--- src/rtl/seven_seg_scan_ctrl.sv ---
// Time-multiplexed scan controller for common-anode seven-segment digits sharing one decoder.
// Optional macro LEADING_ZERO_BLANK_EN blanks digits above the most significant nonzero nibble.
module seven_seg_scan_ctrl #(
   parameter int NUM_DIGITS   = 4,
   parameter int REFRESH_DIV  = 50000,
   parameter int BLANK_CYCLES = 16
) (
   input  logic                    clk,
   input  logic                    reset,
   input  logic                    load_valid,
   output logic                    load_ready,
   input  logic [4*NUM_DIGITS-1:0] load_data,
   input  logic [NUM_DIGITS-1:0]   digit_en,
   output logic [3:0]              hex_sel,
   output logic [NUM_DIGITS-1:0]   an_n,
   output logic                    frame_tick
);

   localparam int CNT_MAX = (REFRESH_DIV > BLANK_CYCLES) ? REFRESH_DIV : BLANK_CYCLES;
   localparam int CNT_W   = (CNT_MAX > 1) ? $clog2(CNT_MAX) : 1;
   localparam int IDX_W   = (NUM_DIGITS > 1) ? $clog2(NUM_DIGITS) : 1;

   localparam logic [CNT_W-1:0] BLANK_LAST = CNT_W'(BLANK_CYCLES - 1);
   localparam logic [CNT_W-1:0] SCAN_LAST  = CNT_W'(REFRESH_DIV - 1);
   localparam logic [IDX_W-1:0] IDX_LAST   = IDX_W'(NUM_DIGITS - 1);

   typedef enum logic {
      ST_BLANK,
      ST_SCAN
   } state_t;

   state_t                  state_q, state_d;
   logic [CNT_W-1:0]        cnt_q, cnt_d;
   logic [IDX_W-1:0]        idx_q, idx_d;
   logic [4*NUM_DIGITS-1:0] display_q, display_d;
   logic [4*NUM_DIGITS-1:0] pending_data_q, pending_data_d;
   logic                    pending_q, pending_d;
   logic [3:0]              hex_sel_q, hex_sel_d;
   logic [NUM_DIGITS-1:0]   an_n_q, an_n_d;
   logic                    frame_tick_q, frame_tick_d;
   logic                    load_ready_q, load_ready_d;
   logic                    frame_end;
   logic                    accept;
   logic [NUM_DIGITS-1:0]   lit_mask;

   // State register
   always_ff @(posedge clk) begin
      if (!reset) begin
         state_q <= ST_BLANK;
         cnt_q   <= '0;
         idx_q   <= '0;
      end else begin
         state_q <= state_d;
         cnt_q   <= cnt_d;
         idx_q   <= idx_d;
      end
   end

   // Next-state logic; frame_end marks the exit from the last digit's SCAN slot
   always_comb begin
      state_d   = state_q;
      cnt_d     = cnt_q + 1'b1;
      idx_d     = idx_q;
      frame_end = 1'b0;
      case (state_q)
         ST_BLANK: begin
            if (cnt_q == BLANK_LAST) begin
               state_d = ST_SCAN;
               cnt_d   = '0;
            end
         end
         ST_SCAN: begin
            if (cnt_q == SCAN_LAST) begin
               state_d = ST_BLANK;
               cnt_d   = '0;
               if (idx_q == IDX_LAST) begin
                  idx_d     = '0;
                  frame_end = 1'b1;
               end else begin
                  idx_d = idx_q + 1'b1;
               end
            end
         end
         default: begin
            state_d = ST_BLANK;
         end
      endcase
   end

   // Load handshake and frame-aligned commit; ready is derived from the next pending value
   always_comb begin
      accept         = load_valid && load_ready_q;
      pending_d      = pending_q;
      pending_data_d = pending_data_q;
      display_d      = display_q;
      if (frame_end && pending_q) begin
         display_d = pending_data_q;
         pending_d = 1'b0;
      end
      if (accept) begin
         pending_data_d = load_data;
         pending_d      = 1'b1;
      end
      load_ready_d = ~pending_d;
   end

`ifdef LEADING_ZERO_BLANK_EN
   always_comb begin
      lit_mask = '0;
      for (int unsigned i = 0; i < NUM_DIGITS; i++) begin
         lit_mask[i] = (i == 0) || (|(display_q >> (4 * i)));
      end
   end
`else
   always_comb begin
      lit_mask = '1;
   end
`endif

   // Output logic: registered outputs follow the current state one cycle later
   always_comb begin
      hex_sel_d    = '0;
      an_n_d       = '1;
      frame_tick_d = frame_end;
      for (int unsigned i = 0; i < NUM_DIGITS; i++) begin
         if (idx_q == IDX_W'(i)) begin
            hex_sel_d = display_q[4*i +: 4];
            if (state_q == ST_SCAN && digit_en[i] && lit_mask[i]) begin
               an_n_d[i] = 1'b0;
            end
         end
      end
   end

   always_ff @(posedge clk) begin
      if (!reset) begin
         display_q      <= '0;
         pending_data_q <= '0;
         pending_q      <= 1'b0;
         hex_sel_q      <= '0;
         an_n_q         <= '1;
         frame_tick_q   <= 1'b0;
         load_ready_q   <= 1'b0;
      end else begin
         display_q      <= display_d;
         pending_data_q <= pending_data_d;
         pending_q      <= pending_d;
         hex_sel_q      <= hex_sel_d;
         an_n_q         <= an_n_d;
         frame_tick_q   <= frame_tick_d;
         load_ready_q   <= load_ready_d;
      end
   end

   assign load_ready = load_ready_q;
   assign hex_sel    = hex_sel_q;
   assign an_n       = an_n_q;
   assign frame_tick = frame_tick_q;

endmodule
--- config.mk ---
export PLATFORM = sky130hd
export DESIGN_NAME = seven_seg_scan_ctrl
export DESIGN_NICKNAME = d
export VERILOG_FILES = /design/src/rtl/seven_seg_scan_ctrl.sv
export SDC_FILE = /design/constraint.sdc
export NUM_CORES = 1
export LEC_CHECK = 0
export BUFFER_PORTS_ARGS = -buffer_cell sky130_fd_sc_hd__buf_2
export CORE_MARGIN = 3
export CORE_UTILIZATION = 61
export CTS_CLUSTER_SIZE = 24
export DETAILED_ROUTE_END_ITERATION = 12
export HOLD_SLACK_MARGIN = 0.1
export PLACE_DENSITY = 0.94
export SYNTH_ARGS = -nofsm -noshare
export SYNTH_HDL_FRONTEND = slang
export SYNTH_SLANG_ARGS = --single-unit
export TNS_END_PERCENT = 50
--- constraint.sdc ---
create_clock -name clk -period 3.4 [get_ports clk]
set_input_delay 0.51 -clock clk [delete_from_list [all_inputs] [get_ports clk]]
set_output_delay 0.51 -clock clk [all_outputs]
set_load 0.02 [all_outputs]
# Word level (Yosys, flattened, before mapping)
# Cells that the tools add are included.
# totals
regBits	62
in_bits	23
output_inout_bits	10
wordCells	54
# classes
add_sub_neg	2
eq_ne	5
muxes	20
n_bitwise	2
reduce_logical	12
# op_table
operator	n
2-to-1 mux 16 bit	2
one-hot mux 16 bit (2 select lines)	1
adder 16 x 1 -> 16 bit (second input constant)	1
equality test 16 bit (second input constant)	1
equality test 16 x 4 -> 1 bit (second input constant)	1
2-to-1 mux 4 bit	4
2-to-1 mux 1 bit	11
AND reduction 2 bit	5
logical AND 1 bit	6
equality test 2 bit (second input constant)	2
adder 2 x 1 -> 2 bit (second input constant)	1
equality test 2 x 1 -> 1 bit (second input constant)	1
logical NOT 2 bit	1
2-to-1 mux 2 bit	1
NOT 1 bit	2
one-hot mux 1 bit (2 select lines)	1

# Logic depth before layout (Yosys ltp)
# Gate-level depths: netlist of the first run.
# depth
ltp_word	8
mapped_depth	7
mapped_depth_nobuf	6

# Worst setup path before layout of the first run
# OpenSTA, ideal clock, no wires.
# synth_path
path_type	reg2reg
start	reg cnt_q[0]
end	reg cnt_q[14]
setup_time_ns	0.086
t_arrival_ns	1.735
required_ns	3.314
setup_slack_ns	1.580
path_stages_with_launch	6
path_buffers	0
period_less_slack_ns	1.820
cell_sequence	dfxtp_1 ha_1 nand3_4 or4_1 or3_1 a211oi_1
# synth_between
elab_chain_cells	3
elab_cells_between_ends	6
cone_classes	1 x add/sub; 2 x eq/ne; 3 x mux
# synth_lines
element	line	text
from (decl)	33	logic [CNT_W-1:0] cnt_q, cnt_d;
from (signal assigned)	54	cnt_q <= cnt_d;
adder 16 x 1 -> 16 bit, or another cell as far along	62	cnt_d = cnt_q + 1'b1;
2-to-1 mux 16 bit, on equally long branches	73, 67	
one-hot mux 16 bit (2 select lines) (*)	65	case (state_q)
# Every way passes the cells marked *; elsewhere a longest branch is shown, timed or not.
# A chain may end at the register's enable or synchronous reset.

# Worst setup path in the final report of the first run
# layout_path
start	reg idx_q[0]
end	reg display_q[3]
# layout_between
elab_chain_cells	5
# layout_lines
element	line	text
from (decl)	34	logic [IDX_W-1:0] idx_q, idx_d;
from (signal assigned)	55	idx_q <= idx_d;
equality test 2 bit	76	if (idx_q == IDX_LAST) begin
2-to-1 mux 1 bit	76	
2-to-1 mux 1 bit	73	if (cnt_q == SCAN_LAST) begin
2-to-1 mux 1 bit	65	
logical AND 1 bit	96	if (frame_end && pending_q) begin
to (signal assigned)	145	display_q <= display_d;
to (decl)	35	logic [4*NUM_DIGITS-1:0] display_q, display_d;
# No other way between the ends.

==> run metrics, run 1 <==
CTS tree=yes; period utilisation layout=around three quarters; Fin Clk Skew=~0.013 ns; final count of hold timing violations=0; endpoints failing setup=0; routed wire length per instance=roughly 14 um; status=complete, no violations; relative slew slack=41.09%; worst reg-to-reg path cell count=5; fin nets=between 300 and 400; Hold Path Class=input pin to flop; Crit Path Category=flop to flop; antenna cells=0; # Max-Cap Violations=0; Pleak=between 0.0009 and 0.001 uW; Die X=71.12 um; register area share after synthesis=~48%; post-route ant nets=0; hold_sp=digit_en[0]; syn nets=333; All-Layer GR Usage=around a quarter; Sw Share=22.10%; DRT Wirelength=5.521 mm; beginning of the worst register-to-register path=idx_q[0]; Placer Congestion=about 0.82; clock share of power=approximately 43%; Clock Latency Late Sink=around 0.34 ns; Reg power frac=a little over half; element type at the critical path start=flop; Post-CTS Setup Inserts=0; yosys warns=0; HPWL Detailed=approximately 3.6 mm; cell area power density=487.3 nW/um^2; Yosys cell types=35; Tightest Pin Transition=between 0.8 and 0.9 ns; Post-CTS Resized=0; Sink Count=just over 60; I/O pin count=33; core area=about 4000 sq um; Seq cells post-synth=62; Gate Count Post-Synth=305; Die ar.=5057 sq um; fillers=329; first-pass GRT wire length=between 9 and 10 mm; global route overflow=0; WHS Path Cells=2; Iteration-0 DRC Markers=186; combinational fraction of design power=under 10%; area leader, netlist=dfxtp_1; CTS Buf Count=9; FP Rows=23; maximum vdd drop=approximately 0.34 mV; Via Count=2275; worst path arrival time=around 2.7 ns; Via density=around 6.0; clock transition at the registers of the reported paths=0.07 ns; fin crit period=about 2.5 ns; post-synth top area share=a little under half; chip height=71.12 um; CP max FO=17; root buf cell=clkbuf_8; Max Clk Rate=between 400 and 500 MHz; Hold Crit Endpoint=an_n[0]; IO buf count=32; hold_buf cts=0; vias in the first global route=2115; Area Overhead vs Synth=11.85%; Post-Syn Area per Cell=roughly 8.5 sq um; Synth area leaders=dfxtp_1 48%, a21oi_1 8.3%, nand2_1 6.5%; initial antenna violation count=0; internal reg-to-reg setup slack=~0.92 ns; Mapped Area=~2600 sq um; largest net degree at the start of global routing=54; Slew Limit Fails=0; final non-filler cell area=2893 sq um; unrepaired setup endpoints after global routing=false; layout cells sized above 1=about 16%; H-tree depth=3; WP data required=~3.6 ns; Pint=~1100 uW; switching power=roughly 310 uW; DRC viols=0; TritonRoute pass-1 iters=4; Crit. End Element=flop; Post-DP Area=about 2700 sq um; CTS Buffer Depth=2; initial core utilization=a little under two thirds; FF-to-FF End=display_q[3]; sum of negative setup slack=0 ns
==> metal layers <==
metal / vias up / global-route usage [%] / wire length (um)
li1: 1128 / - / -
met1: 1038 / 30.60 / 2457
met2: 97 / 36.97 / 2539
met3: 12 / 7.102 / 443
met4: 0 / 13.15 / 80
met5: - / 0 / 0
==> worst max path at each step <==
stage / start / endpoint / slack [ns] / cells past startpoint
6_report: idx_q[0] / display_q[3] / 0.92 / 5
5_1_grt: idx_q[0] / display_q[3] / 0.71 / 5
4_1_cts: idx_q[0] / display_q[3] / 0.94 / 5
3_5_place_dp: idx_q[0] / display_q[10] / 0.93 / 5
3_3_place_gp: idx_q[0] / display_q[11] / 1.20 / 5
2_1_floorplan: cnt_q[0] / cnt_q[14] / 1.58 / 5
==> cells in the mapped netlist, drive strengths merged <==
master	n
dfxtp	62
nand2	45
a21oi	44
nand4	25
o21ai	24
nor3	19
clkbuf	17
xnor2	12
nand3	11
inv	7
nor4	6
buf	5
ha	5
nand3b	4
nor2	4
and2	3
or3	3
and3	2
or4	2
a211oi	1
nor3b	1
o21a	1
o31a	1
xor2	1
==> cells in the final DEF, fill, tap and decap left out <==
master	netlist	routed
or3_4	1	1
bufinv_16	0	1
nor3b_1	1	1
o31a_1	1	1
o21ai_1	4	4
clkbuf_8	0	9
clkinv_2	0	2
o21ai_0	20	20
inv_2	1	1
and3_1	2	2
clkbuf_1	16	3
nor2_1	4	4
nor4_1	6	6
a21oi_4	1	1
xor2_1	1	1
ha_1	5	5
clkinvlp_4	0	1
nand3_4	1	1
nand3_2	1	1
a211oi_1	1	1
nand4_1	25	25
a21oi_1	43	43
o21a_1	1	1
xnor2_1	12	12
or3_1	2	2
nand3_1	9	9
nor3_4	1	1
buf_2	3	32
nand2_1	45	45
or4_1	1	1
and2_1	3	3
or4_4	1	1
inv_1	6	6
nand3b_1	4	4
nor3_1	18	18
dfxtp_1	62	62
==> worst max-delay path, stage by stage, from the launching register on <==
cell and delay [ns]:
dfxtp_1 0.38, ha_1 0.31, and2_1 0.55, nand4_1 0.57, o21ai_0 0.41, a21oi_1 0.10
==> layout make-up <==
cell class                 count  area (sq um)  share of cell area (%)
clock inverter                 4         47.55                   1.644
timing repair buffer          32         160.2                   5.536
tap                           50         62.56                   2.163
multi-input combinational    214          1220                   42.17
sequential                    62          1241                   42.91
inverter                       7         26.28                  0.9083
clock buffer                  12         135.1                   4.671
==> power by group through the flow <==
stage | Clock (uW) | Combinational [uW] | Sequential, uW
2_1_floorplan | 0 | 33.6 | 765
5_1_grt | 648 | 61.9 | 750
6_report | 607 | 53.3 | 750
4_1_cts | 620 | 53.4 | 749
3_3_place_gp | 0 | 52.0 | 765
3_5_place_dp | 0 | 53.0 | 766
==> sequential cells by signal, indices dropped and copies added, names as in the netlist <==
name,cells
cnt_q,16
display_q,16
pending_data_q,16
an_n,4
hex_sel,4
idx_q,2
frame_tick,1
load_ready,1
pending_q,1
state_q,1
==> cells by family (layout without fill, tap and decap cells) <==
kind of cell / Yosys count / count (layout) / share of synthesized area, %
AOI/OAI and AO/OA: 71 / 71 / 14.51
adders and majority gates: 5 / 5 / 2.419
xor gates and xnor gates: 13 / 13 / 4.403
DFF: 62 / 62 / 47.99
and+or+nand+nor: 125 / 125 / 25.83
buffers and inverters: 29 / 55 / 4.838
==> metrics by stage <==
step | util [%] | instances | setup WS [ns] | total power, uW | hold WS, ns
5_1_grt | 71.29 | 381 | 0.7091 | 1460 | 0.3686
3_3_place_gp | 66.79 | 365 | 1.195 | 817.2 | 0.4438
6_report | 71.29 | 381 | 0.9175 | 1410 | 0.3700
2_1_floorplan | - | 305 | 1.580 | 798.4 | 0.4367
3_5_place_dp | 66.79 | 365 | 0.9346 | 818.7 | 0.4482
4_1_cts | 71.29 | 381 | 0.9417 | 1423 | 0.3567
Note: power is estimated with default switching activity, not from simulation.
==> run 2, diff against run 1 <==
--- a/config.mk
+++ b/config.mk
@@ -7,11 +7,11 @@
 export LEC_CHECK = 0
 export BUFFER_PORTS_ARGS = -buffer_cell sky130_fd_sc_hd__buf_2
 export CORE_MARGIN = 3
-export CORE_UTILIZATION = 61
+export CORE_UTILIZATION = 51
 export CTS_CLUSTER_SIZE = 24
 export DETAILED_ROUTE_END_ITERATION = 12
 export HOLD_SLACK_MARGIN = 0.1
-export PLACE_DENSITY = 0.94
+export PLACE_DENSITY = 0.85
 export SYNTH_ARGS = -nofsm -noshare
 export SYNTH_HDL_FRONTEND = slang
 export SYNTH_SLANG_ARGS = --single-unit
==> constraint.sdc (replaced) <==
create_clock -name clk -period 2.05 [get_ports clk]
set_input_delay 0.3075 -clock clk [delete_from_list [all_inputs] [get_ports clk]]
set_output_delay 0.3075 -clock clk [all_outputs]
set_load 0.02 [all_outputs]
==> run 2 against run 1 <==
  * Combinational power grew 74%
  * First-iteration DRC count up 42%
  * Die area rose by 18%
  * Clock power rose by 89%
  * Sequential share of layout area fell by 2.0 points
  * Fmax up 27%
  * Sequential power increased by 65%
  * Clock skew is 0.0020 ns lower
  * Register-to-register slack got worse by 0.83 ns
  * Global-route usage down 3.6 points
  * Routed wire length is 0.65% lower
  * Non-clock buffer count is 8 higher
  * Critical path type unchanged
  * Largest cell class unchanged
==> run metrics, run 2 (synthesis gave the netlist of run 1 again) <==
post-route worst setup slack=0.08946 ns (-0.8281 ns); routed wire length per instance=13.51 um (-6.8%); Tightest Pin Transition=0.6196 ns (-0.2627 ns); IO buf count=32 (unchanged); endpoints failing setup=0 (unchanged); Pleak=0.001039 uW (+6.3%); fin nets=362 (+2.3%); pre-CTS WS=0.08904 ns (-0.8456 ns); Slew Limit Fails=0 (unchanged); largest net degree at the start of global routing=31 (-43%); fillers=412 (+25%); Largest delay share family, worst path=simple AND/OR/NAND/NOR gates; vias in the first global route=2063 (-2.5%); # Max-Cap Violations=0 (unchanged); Crit Path Category=flop to flop; Via Count=2253 (-0.97%); Area Overhead vs Synth=17.32%; Via density=5.549 (-7.1%); All-Layer GR Usage=20.53% (-3.6 points); TritonRoute pass-1 iters=4 (unchanged); CTS Buffer Depth=2 (unchanged); CTS tree=yes; beginning of the worst register-to-register path=cnt_q[13]; post-route ant nets=0 (unchanged); chip height=77.21 um (+8.6%); DRT Wirelength=5.485 mm (-0.65%); antenna cells=0 (unchanged); Die ar.=5961 sq um (+18%); global route overflow=0 (unchanged); FF-to-FF End=pending_q; placed cells=390 (+6.8%); Slowest cell on crit path=or4_4; core area=4817 sq um (+19%); CTS Buf Count=9 (unchanged); Hold Path Class=input pin to flop; hold_sp=digit_en[3]; CP startpoint=cnt_q[13]; worst reg-to-reg path cell count=4 (-1); Crit. End Element=flop; Die X=77.21 um (+8.6%); Placer Congestion=0.8249 (+0.12%); H-tree depth=3 (unchanged); Final Non-Filler Cells=406 (+6.6%); unrepaired setup endpoints after global routing=false; most common cell after layout, fill and taps aside=dfxtp_1; CP max FO=22 (+5); Clock Latency Late Sink=0.34 ns (about the same); relative slew slack=58.69% (+18 points); commonest non-fill, non-tap cells in the layout=61 x dfxtp_1, 45 x nand2_1, 43 x a21oi_1; I/O pin count=33 (unchanged); max incr delay on CP=0.56 ns (about the same); final count of hold timing violations=0 (unchanged); DRC viols=0 (unchanged); cell area power density=820.7 nW/um^2 (+68%); fin crit period=1.961 ns (-0.5219 ns); Largest regs=cnt_q x16, display_q x16, pending_data_q x16; status=complete, no violations; hold_buf cts=0 (unchanged); Cell Chain, Critical Path=or4_4 -> or3_4 -> o31a_1 -> o21a_1; internal reg-to-reg setup slack=0.09 ns (-0.83 ns); initial core utilization=53.69% (-10 points); Sink Count=62 (unchanged); WP buf/inv=0 (unchanged); layout cells sized above 1=18.88% (+3.2 points); Fin Clk Skew=0.01056 ns (-0.002003 ns); Crit. path cell count=4 (-1); first-pass GRT wire length=9.584 mm (-0.35%); Max Clk Rate=510.1 MHz (+27%); HPWL Detailed=3.616 mm (+0.37%); worst path arrival time=2.19 ns (-0.48 ns); maximum vdd drop=0.4724 mV (+39%); sum of negative setup slack=0 ns (unchanged); element type at the critical path start=flop; Setup crit end=pending_q; WP data required=2.28 ns (-1.31 ns); root buf cell=clkbuf_8; clock transition at the registers of the reported paths=0.07 ns (about the same); initial antenna violation count=0 (unchanged); FP Rows=25 (+8.7%); period utilisation layout=95.64% (+23 points); Iteration-0 DRC Markers=265 (+42%)
## run 2: cell type report
class                   count  area (sq um)  share of cell area (%)
flip-flops and latches     62          1242                   40.95
inverters                   7         26.28                  0.8660
well taps                  67         83.83                   2.763
repair buffers             40         245.2                   8.082
clock buffers              10         127.6                   4.206
clock inverters             6         86.33                   2.845
multi-input cells         214          1222                   40.29
## run 2: worst register-to-register path, cell delays in order, from the launching register on
cell     delay (ns)
dfxtp_1        0.34
or4_4          0.56
or3_4          0.50
o31a_1         0.29
o21a_1         0.16
## run 2: metal layers
| layer | GRT usage [%] | vias to the layer above | share of wire, % |
|---|---|---|---|
| met5 | 0 | - | 0 |
| met1 | 27.21 | 1007 | 46 |
| li1 | - | 1140 | - |
| met4 | 11.39 | 0 | 2.6 |
| met3 | 7.277 | 16 | 7.0 |
| met2 | 28.84 | 90 | 45 |
## run 2: through the flow
stage | util, % | instance area (sq um) | hold slack [ns] | total power [uW]
after CTS | 62.91 | 3030 | 0.1487 | 2509
after floorplan | - | 2586 | 0.4009 | 1324
after global routing | 62.99 | 3034 | 0.1417 | 2595
after global placement | 58.47 | 2816 | 0.4456 | 1360
final | 62.99 | 3034 | 0.1626 | 2490
after detailed placement | 58.47 | 2816 | 0.4486 | 1363
## run 2: worst min-delay path by stage
stage                         to  cells after the start
2_1_floorplan            an_n[0]                      1
3_3_place_gp   pending_data_q[5]                      2
3_5_place_dp   pending_data_q[5]                      2
4_1_cts                  an_n[3]                      2
5_1_grt                  an_n[0]                      2
6_report                 an_n[3]                      2
## run 2: repair_timing
item | CTS | global route
setup endpoints to repair | 0 | 1
gates resized for setup | 0 | 2
setup buffers | 0 | 0
## run 2: where the power goes
part | internal [uW] | switching [uW]
combinational | 38.8 | 54.2
sequential | 1230 | 16.6
clock | 682 | 470
total | 1950 | 541
==> run 3, diff against run 2 <==
--- a/config.mk
+++ b/config.mk
@@ -6,7 +6,7 @@
 export NUM_CORES = 1
 export LEC_CHECK = 0
 export BUFFER_PORTS_ARGS = -buffer_cell sky130_fd_sc_hd__buf_2
-export CORE_MARGIN = 3
+export CORE_ASPECT_RATIO = 1.25
 export CORE_UTILIZATION = 51
 export CTS_CLUSTER_SIZE = 24
 export DETAILED_ROUTE_END_ITERATION = 12
==> run 3 against run 2 <==
  * Die area is 10% lower
  * Global-route usage grew 2.8 points
  * Register-to-register slack about the same
  * Largest power group is now clock
  * Count of clock-buffer cells in the layout shrank 1
  * Cell area increased by 1.7%
  * Clock power rose by 24%
  * Via count increased by 3.3%
  * First-iteration DRC count decreased by 20%
  * Worst setup slack worse by 0.0032 ns
  * Worst hold slack about the same
==> run metrics, run 3 (synthesis gave the netlist of run 1 again) <==
status=complete, no violations; met3 wire length=288 um (-25%); maximum vdd drop=0.6640 mV (+41%); core area=4800 sq um (-0.36%); internal reg-to-reg setup slack=0.09 ns (about the same); CTS tree=yes; layout cells sized above 1=18.64% (-0.24 points); Area Overhead vs Synth=19.30%; DRT Wirelength=5.830 mm (+6.3%); worst reg-to-reg path cell count=4 (unchanged); WP data required=2.29 ns (about the same); DR WL met2=3.019 mm (+23%); Die X=65.70 um (-15%); CTS Buf Count=9 (unchanged); DRC viols=0 (unchanged); most common cell after layout, fill and taps aside=dfxtp_1; chip height=81.62 um (+5.7%); Max Clk Rate=509.2 MHz (-0.16%); element type at the critical path start=flop; Hold Crit Endpoint=an_n[0]; Slew Limit Fails=0 (unchanged); final count of hold timing violations=0 (unchanged); All-Layer GR Usage=23.34% (+2.8 points); Crit Path Category=flop to flop; placed cells=382 (-2.1%); relative slew slack=57.36% (-1.3 points); I/O pin count=33 (unchanged); final core utilization=64.29% (+1.3 points); cell area power density=898.3 nW/um^2 (+9.5%); Die ar.=5362 sq um (-10%); Hold Path Class=input pin to flop; sum of negative setup slack=0 ns (unchanged); beginning of the worst register-to-register path=cnt_q[13]; # Max-Cap Violations=0 (unchanged); CP max FO=22 (unchanged); Iteration-0 DRC Markers=211 (-20%); worst path arrival time=2.20 ns (about the same); unrepaired setup endpoints after global routing=false; H-tree depth=3 (unchanged); initial core utilization=53.88% (+0.20 points); hold_sp=digit_en[0]; top sig layer=met4; Tightest Pin Transition=0.6396 ns (+0.02000 ns); pre-CTS WS=0.1011 ns (+0.01205 ns); endpoints failing setup=0 (unchanged); final non-filler cell area=3085 sq um (+1.7%); largest net degree at the start of global routing=32 (+3.2%); vias in the first global route=2162 (+4.8%); fin nets=361 (-0.28%); hold_buf cts=0 (unchanged); Crit. End Element=flop; Sink Count=62 (unchanged); FF-to-FF End=pending_q; Final Non-Filler Cells=398 (-2.0%); Placer Congestion=0.8997 (+9.1%); TritonRoute pass-1 iters=4 (unchanged); Largest regs=cnt_q x16, display_q x16, pending_data_q x16; IO buf count=32 (unchanged); routed wire length per instance=14.65 um (+8.4%); Post-DP Area=2813 sq um (-0.13%); Via density=5.849 (+5.4%); Fin Clk Skew=0.01040 ns (-0.0001518 ns); period utilisation layout=95.79% (+0.16 points); antenna cells=0 (unchanged); commonest non-fill, non-tap cells in the layout=62 x dfxtp_1, 45 x nand2_1, 43 x a21oi_1; root buf cell=clkbuf_8; fin crit period=1.964 ns (+0.003238 ns); Via Count=2328 (+3.3%); first-pass GRT wire length=9.321 mm (-2.7%); FP Rows=28 (+12%); post-route worst setup slack=0.08623 ns (-0.003238 ns); initial antenna violation count=0 (unchanged); HPWL Detailed=3.835 mm (+6.0%); WHS Path Cells=2 (unchanged); global route overflow=0 (unchanged); clock transition at the registers of the reported paths=0.07 ns (about the same); Clock Latency Late Sink=0.34 ns (about the same); CTS Buffer Depth=2 (unchanged); post-route ant nets=0 (unchanged); Pleak=0.001065 uW (+2.5%); M1 WL=2.376 mm (-5.1%)
run 3: worst max-delay path by stage:
stage,depth (start not counted),slack (ns),from,endpoint
global route,4,0.01,cnt_q[5],pending_q
floorplan,5,0.23,cnt_q[0],cnt_q[14]
detailed placement,5,0.10,cnt_q[0],cnt_q[14]
global placement,4,0.12,cnt_q[13],pending_q
CTS,5,0.08,cnt_q[0],cnt_q[14]
finish,4,0.09,cnt_q[13],pending_q
run 3: layer usage:
layer | vias to the layer above | track usage, %
li1 | 1142 | -
met1 | 1097 | 26.15
met2 | 74 | 39.59
met3 | 15 | 5.972
met4 | 0 | 13.70
met5 | - | 0
run 3: timing repair:
item,4_1_cts,5_1_grt
gates resized for setup,0,1
setup endpoints to repair,0,1
setup buffers,0,0
run 3: power breakdown:
part           total, uW  leakage, uW  switching (uW)  internal [uW]
clock network       1430     0.000134             499            936
registers           1240     0.000502            15.1           1230
logic               94.6     0.000429            55.8           38.9
total               2770      0.00107             569           2200
run 3: critical path: stages (launching register included):
cell	delay [ns]
dfxtp_1	0.34
or4_4	0.56
or3_4	0.50
o31a_1	0.29
o21a_1	0.16
run 3: cell type report:
class                           instances  area (sq um)
Clock buffer                            9         123.9
Multi-Input combinational cell        214          1222
Timing Repair Buffer                   39         250.2
Sequential cell                        62          1241
Fill cell                             400          1714
Tap cell                               60         75.07
Inverter                                7         26.28
Clock inverter                          7         146.4
run 3: per-stage QoR:
step | total power [uW] | hold WS, ns
2_1_floorplan | 1324 | 0.4009
3_3_place_gp | 1361 | 0.4455
3_5_place_dp | 1364 | 0.4513
6_report | 2772 | 0.1623
4_1_cts | 2784 | 0.1555
5_1_grt | 2850 | 0.1600
